File: src/rtl/fetch_unit.sv
// Instruction fetch stage: owns the fetch PC, keeps at most one imem read in
// flight, forwards returned words (tagged with their PC) to the instruction
// queue, buffers one word under back-pressure and squashes stale fetches on
// backend redirects.
module fetch_unit #(
  parameter int unsigned     XLEN     = 32,
  parameter logic [XLEN-1:0] RESET_PC = XLEN'(32'h1eceb000)
) (
  input  logic            clk,
  input  logic            rst,
  output logic [XLEN-1:0] imem_addr_o,
  output logic [3:0]      imem_rmask_o,
  input  logic [XLEN-1:0] imem_rdata_i,
  input  logic            imem_resp_i,
  input  logic            iq_full_i,
  output logic            iq_push_o,
  output logic [XLEN-1:0] iq_instr_o,
  output logic [XLEN-1:0] iq_pc_o,
  input  logic            redirect_valid_i,
  input  logic [XLEN-1:0] redirect_pc_i
);

  typedef enum logic [1:0] {StReq, StWait, StHold, StDrain} state_e;

  state_e          state_q, state_d;
  logic [XLEN-1:0] pc_q, pc_d;
  logic [XLEN-1:0] hold_instr_q, hold_instr_d;
  logic [XLEN-1:0] hold_pc_q, hold_pc_d;

  logic [XLEN-1:0] redir_pc;
  logic [XLEN-1:0] pc_inc;
  logic            unused_redir_lsbs;

  // Redirect targets are forced word aligned; the low bits are don't-care.
  assign redir_pc          = {redirect_pc_i[XLEN-1:2], 2'b00};
  assign unused_redir_lsbs = ^redirect_pc_i[1:0];
  assign pc_inc            = pc_q + XLEN'(4);
  assign imem_addr_o       = pc_q;

  // Next-state and output decode; redirect outranks every other event.
  always_comb begin
    state_d      = state_q;
    pc_d         = pc_q;
    hold_instr_d = hold_instr_q;
    hold_pc_d    = hold_pc_q;
    imem_rmask_o = 4'h0;
    iq_push_o    = 1'b0;
    iq_instr_o   = '0;
    iq_pc_o      = '0;

    unique case (state_q)
      StReq: begin
        if (redirect_valid_i) begin
          pc_d = redir_pc;
        end else begin
          imem_rmask_o = 4'hf;
          state_d      = StWait;
        end
      end
      StWait: begin
        if (redirect_valid_i) begin
          // Response (if any) in this cycle belongs to the old path.
          pc_d    = redir_pc;
          state_d = imem_resp_i ? StReq : StDrain;
        end else if (imem_resp_i) begin
          pc_d = pc_inc;
          if (!iq_full_i) begin
            iq_push_o  = 1'b1;
            iq_instr_o = imem_rdata_i;
            iq_pc_o    = pc_q;
            state_d    = StReq;
          end else begin
            hold_instr_d = imem_rdata_i;
            hold_pc_d    = pc_q;
            state_d      = StHold;
          end
        end
      end
      StHold: begin
        if (redirect_valid_i) begin
          pc_d    = redir_pc;
          state_d = StReq;
        end else if (!iq_full_i) begin
          iq_push_o  = 1'b1;
          iq_instr_o = hold_instr_q;
          iq_pc_o    = hold_pc_q;
          state_d    = StReq;
        end
      end
      StDrain: begin
        // Waiting out a stale response; the latest redirect target wins.
        if (redirect_valid_i) begin
          pc_d = redir_pc;
        end
        if (imem_resp_i) begin
          state_d = StReq;
        end
      end
      default: state_d = StReq;
    endcase

    // Outputs are quiet while reset is held, whatever the current state.
    if (rst) begin
      imem_rmask_o = 4'h0;
      iq_push_o    = 1'b0;
      iq_instr_o   = '0;
      iq_pc_o      = '0;
    end
  end

  // State, PC and hold-buffer registers with synchronous reset.
  always_ff @(posedge clk) begin
    if (rst) begin
      state_q      <= StReq;
      pc_q         <= RESET_PC;
      hold_instr_q <= '0;
      hold_pc_q    <= '0;
    end else begin
      state_q      <= state_d;
      pc_q         <= pc_d;
      hold_instr_q <= hold_instr_d;
      hold_pc_q    <= hold_pc_d;
    end
  end

endmodule

File: config.mk
export PLATFORM = sky130hd
export DESIGN_NAME = fetch_unit
export DESIGN_NICKNAME = d
export VERILOG_FILES = /design/src/rtl/fetch_unit.sv
export SDC_FILE = /design/constraint.sdc
export NUM_CORES = 1
export LEC_CHECK = 0
export CELL_PAD_IN_SITES_DETAIL_PLACEMENT = 1
export CELL_PAD_IN_SITES_GLOBAL_PLACEMENT = 1
export CORE_MARGIN = 3
export CORE_UTILIZATION = 40
export CTS_CLUSTER_SIZE = 8
export DETAILED_ROUTE_END_ITERATION = 10
export DONT_BUFFER_PORTS = 1
export GPL_ROUTABILITY_DRIVEN = 1
export PLACE_DENSITY_LB_ADDON = 0.1
export SETUP_SLACK_MARGIN = 0.2
export SLEW_MARGIN = 20
export SYNTH_ARGS = -nofsm -noshare
export SYNTH_HDL_FRONTEND = slang
export SYNTH_SLANG_ARGS = --single-unit
File: constraint.sdc
create_clock -name clk -period 1.7 [get_ports clk]
set_input_delay 0.17 -clock clk [delete_from_list [all_inputs] [get_ports clk]]
set_output_delay 0.17 -clock clk [all_outputs]
set_load 0.02 [all_outputs]
==> results of run 1 <==
through the flow:
stage / worst slack [ps] / TNS, ps / std cells
2_1_floorplan: -77.5 / -357 / 689
3_3_place_gp: -14.0 / -162 / 873
3_5_place_dp: -90.6 / -1220 / 873
4_1_cts: -293 / -20470 / 966
cells in the mapped netlist (2+ instances only):
| master | number | area share (%) |
|---|---|---|
| nand2_1 | 149 | 11 |
| nor2_1 | 97 | 7.3 |
| dfxtp_1 | 94 | 38 |
| a21oi_1 | 77 | 7.8 |
| a22oi_1 | 62 | 9.4 |
| clkbuf_1 | 49 | 3.7 |
| nand4_1 | 14 | 1.8 |
| nand3_1 | 10 | 1.0 |
| nor3_1 | 10 | 1.0 |
| o21ai_0 | 10 | 1.0 |
| buf_2 | 9 | 0.91 |
| inv_1 | 8 | 0.61 |
| nor4_1 | 8 | 1.0 |
| xnor2_1 | 8 | 1.4 |
| buf_4 | 7 | 1.1 |
| ha_1 | 6 | 1.5 |
| xor2_1 | 6 | 1.1 |
| a211oi_1 | 5 | 0.76 |
| and3_1 | 5 | 0.63 |
| and4_1 | 4 | 0.71 |
| mux2i_1 | 4 | 0.81 |
| a2111oi_0 | 3 | 0.53 |
| a21o_1 | 3 | 0.45 |
| a31oi_1 | 3 | 0.38 |
| and2_1 | 3 | 0.38 |
| o22ai_1 | 3 | 0.38 |
| or3_1 | 3 | 0.38 |
| a22o_1 | 2 | 0.35 |
| a311oi_1 | 2 | 0.35 |
| o211ai_1 | 2 | 0.30 |
routing by layer:
layer  GRT overflow  global-route usage, %
met1              0                   78.5
met2             48                   92.9
met3              7                   62.7
met4             33                   82.0
met5              0                   7.35
cell families after synthesis:
family	Yosys count	synth area share, %
AND/OR/NAND/NOR	311	27.5
AO/OA/AOI/OAI	181	23.3
flip-flops	94	37.9
buffers and inverters	75	6.43
XOR/XNOR	14	2.47
adder cells (fa/ha/maj)	6	1.51
multiplexers	4	0.807
other	1	0.0756
repair_timing:
item                       CTS
gates resized for setup    155
buffers inserted            51
hold buffers                 7
setup endpoints to repair  152
gates cloned                19
pin swaps                  123
hold endpoints to repair    86
==> metrics.md, run 1 <==
| Metric | Value |
|---|---|
| Status | did not finish |
| Failed at | global routing |
| Error | [ERROR GRT-0232] Routing congestion too high. Check the congestion heatmap in the GUI. |
| Largest net degree at the start of global routing | 86 |
| Worst endpoint type | primary output |
| Initial antenna violation count | 1 |
| Cell Area, Placed | 6550 µm² |
| YS warnings | 0 |
| Number of synthesized flops with an enable pin | 0 |
| Die Ht | 117 µm |
| Seq cells post-synth | 94 |
| Row count | 40 |
| # IOs | 170 |
| Grt total ovfl | 88 |
| Critical endpoint after global-route timing repair | iq_instr_o[28] |
| Starting density of the core | 41.1% |
| Number of clock sinks | 94 |
| Clock buffer depth | 2 |
| Mean Syn Cell Area | 7.23 µm² |
| Die width | 117 µm |
| CTS Buf Count | 9 |
| Routability cong. | 0.862 |
| Mapped Area | 4960 µm² |
| H-tree Lvls | 3 |
| Post-synth ARST share | 0% |
| Post-synthesis sequential area ratio | 37.9% |
| I/O Buffers | 0 |
| Hpwl dp | 13000 µm |
| Post-Syn Instances | 686 |
| Ys flop type | dfxtp_1 |
| Unique masters post-synth | 50 |
| Gr usage total | 77.7% |
| CTS root buf | clkbuf_16 |
==> run 2, diff against run 1 <==
- CELL_PAD_IN_SITES_DETAIL_PLACEMENT: 1 -> unset
- CELL_PAD_IN_SITES_GLOBAL_PLACEMENT: 1 -> unset
- CORE_UTILIZATION: 40 -> 35
- CTS_CLUSTER_SIZE: 8 -> unset
- PLACE_DENSITY_LB_ADDON: 0.1 -> 0.15
- SETUP_SLACK_MARGIN: 0.2 -> unset
- clock period: 1.7 -> 2.2 ns (I/O delays scaled with it)
==> metrics.md, run 2 <==
| Metric | Value |
|---|---|
| Status | finished, final reports clean |
| CTS Buf Count | 9 |
| Hpwl dp | 11500 µm |
| Number of clock sinks | 94 |
| Starting density of the core | 36.6% |
| Area contributors post-synth | dfxtp_1 (38%), nand2_1 (11%), a22oi_1 (9.4%) |
| Seq cells post-synth | 94 |
| Critical path required time | 1980 ps |
| Most flops, register | hold_instr_q |
| Sequential power share | 47.5% |
| Psw | 1.09 mW |
| Worst-path clk slew | 70 ps |
| Die width | 125 µm |
| Final WL | 17100 µm |
| Die Area | 15600 µm² |
| Mapped Area | 4960 µm² |
| Synth top cells by count | nand2_1 (149), nor2_1 (97), dfxtp_1 (94), a21oi_1 (77), a22oi_1 (62) |
| Slew Limit Fails | 0 |
| Max FO, Critical Path | 30 |
| Worst setup EP type | output port |
| Filler instances | 1376 |
| Final setup TNS | 0 ps |
| YS warnings | 0 |
| I/O Buffers | 0 |
| Core Region | 13600 µm² |
| Fin nets | 833 |
| Yosys top cell area share | 37.9% |
| First drt pass iteration count | 4 |
| H-tree Lvls | 3 |
| Worst slew pin tran | 559 ps |
| Hold Path Class | in -> reg |
| Commonest non-fill, non-tap cells in the layout | nand2_1 (146), buf_4 (104), nor2_1 (97), dfxtp_1 (92), a21oi_1 (77) |
| Grt total ovfl | 0 |
| Worst skew pair latency | 340 ps |
| Routed WL per cell | 18.2 µm |
| Leak | 2.22 nW |
| Hold Vio Cnt, Final | 0 |
| Final ANT Viol Nets | 0 |
| Most frequent cell after synthesis | nand2_1 |
| Mean Syn Cell Area | 7.23 µm² |
| Logic pwr share | 15.3% |
| Most common cell after layout, fill and taps aside | nand2_1 |
| Fmax | 471 MHz |
| Number of synthesized flops with an enable pin | 0 |
| Fin area | 6330 µm² |
| Post-synthesis sequential area ratio | 37.9% |
| TritonCTS clock tree | built |
| # IOs | 170 |
| Cell Area, Placed | 5820 µm² |
| Switching share of total power | 28.5% |
| Slew margin rel. | 62.4% |
| Post-Syn Instances | 686 |
| Area leader, netlist | dfxtp_1 |
| Skew final | 10.6 ps |
| Post-synth ARST share | 0% |
| Die Ht | 125 µm |
| CTS root buf | clkbuf_16 |
| Reg2reg setup slack | 260 ps |
| Layout cells sized above 1 | 19.7% |
| Tmin final | 2120 ps |
| Ys flop type | dfxtp_1 |
| Vias per inst | 5.59 |
| Gr usage total | 21.1% |
| Final core occ | 46.7% |
| Pwr Total | 3.83 mW |
| Critical path type | reg -> out |
| Routability cong. | 0.841 |
| Data arrival, critical path | 1900 ps |
| DRC violations left | 0 |
| Max reg flops | 32 |
| Max-cap violations | 0 |
| Setup violations, final | 0 |
| Clock buffer depth | 2 |
| Period utilization | 96.6% |
| Pwr Density | 604 nW/µm² |
| Initial DRC count | 343 |
| Clock power share | 37.3% |
| First-pass GRT wire length | 27200 µm |
| Area grow syn2layout | 27.6% |
| Via Count | 5249 |
| Row count | 42 |
| Worst ir drop on vdd | 311 µV |
| Largest net degree at the start of global routing | 77 |
| Critical Path Start Type | flop |
| Unique masters post-synth | 50 |
| Vias in the first global route | 5022 |
| Int Pwr | 2.73 mW |
| Initial antenna violation count | 1 |
-- run 2: layer usage --
layer	routed length, µm	up-vias	GRT usage [%]
met4	504	0	8.29
met3	1410	34	6.06
met1	7360	2483	26.7
met2	7840	195	34.2
li1	-	2537	-
met5	0	-	0
-- run 2: logic make-up after synthesis --
family                   share of synthesized area, %
AO/OA/AOI/OAI                                    23.3
multiplexers                                    0.807
flip-flops                                       37.9
adder cells (fa/ha/maj)                          1.51
buffers and inverters                            6.43
XOR/XNOR                                         2.47
other                                          0.0756
AND/OR/NAND/NOR                                  27.5
-- run 2: repair_timing --
item / CTS / global route
pin swaps: 1 / 3
hold buffers: 11 / 0
endpoints found under the setup margin: 63 / 54
gates resized for setup: 9 / 11
buffers inserted: 2 / 1
gates cloned: 1 / 1
endpoints found under the hold margin: 76 / 0
-- run 2: area by class of cell --
| type | count | area (µm²) | share of cell area, % |
|---|---|---|---|
| antenna | 1 | 2.50 | 0.0395 |
| clock inverter | 3 | 22.5 | 0.356 |
| multi-input combinational | 520 | 2840 | 44.9 |
| timing repair buffer | 124 | 1090 | 17.2 |
| clock buffer | 12 | 236 | 3.73 |
| sequential | 94 | 1890 | 29.8 |
| inverter | 9 | 33.8 | 0.533 |
| tap | 176 | 220 | 3.48 |
-- run 2: power groups by stage --
stage / clock [mW] / combinational (mW) / sequential (mW)
2_1_floorplan: 0 / 0.320 / 1.90
3_3_place_gp: 0 / 0.510 / 1.85
3_5_place_dp: 0 / 0.523 / 1.85
4_1_cts: 1.49 / 0.584 / 1.81
5_1_grt: 1.53 / 0.640 / 1.82
6_report: 1.43 / 0.584 / 1.82
-- run 2: worst max-delay path, stage by stage (launching register included) --
cell	delay (ps)
dfxtp_4	380
inv_1	80
ha_1	230
and2_2	210
buf_8	190
a22oi_1	220
nor2_1	90
buf_4	170
-- run 2: worst paths after layout --
check | end | cells past startpoint | start
setup reg to reg | imem_addr_o[31]$_SDFFE_PP0P_ | 6 | imem_addr_o[9]$_SDFFE_PP0P_
hold reg to reg | hold_pc_q[28]$_SDFFE_PP0P_ | 2 | hold_pc_q[28]$_SDFFE_PP0P_
hold / removal | hold_instr_q[25]$_SDFFE_PP0P_ | 2 | imem_rdata_i[25]
setup / recovery | iq_pc_o[26] | 7 | state_q[0]$_SDFFE_PP0P_
-- run 2: metrics by stage --
stage	hold WS (ps)	instances	setup WS, ps
finish	12.7	939	75.1
global route	9.26	939	-2.45
CTS	0.336	937	17.0
detailed placement	301	908	232
global placement	301	908	293
floorplan	353	689	126
No activity file was read; power rests on OpenSTA's default activity.
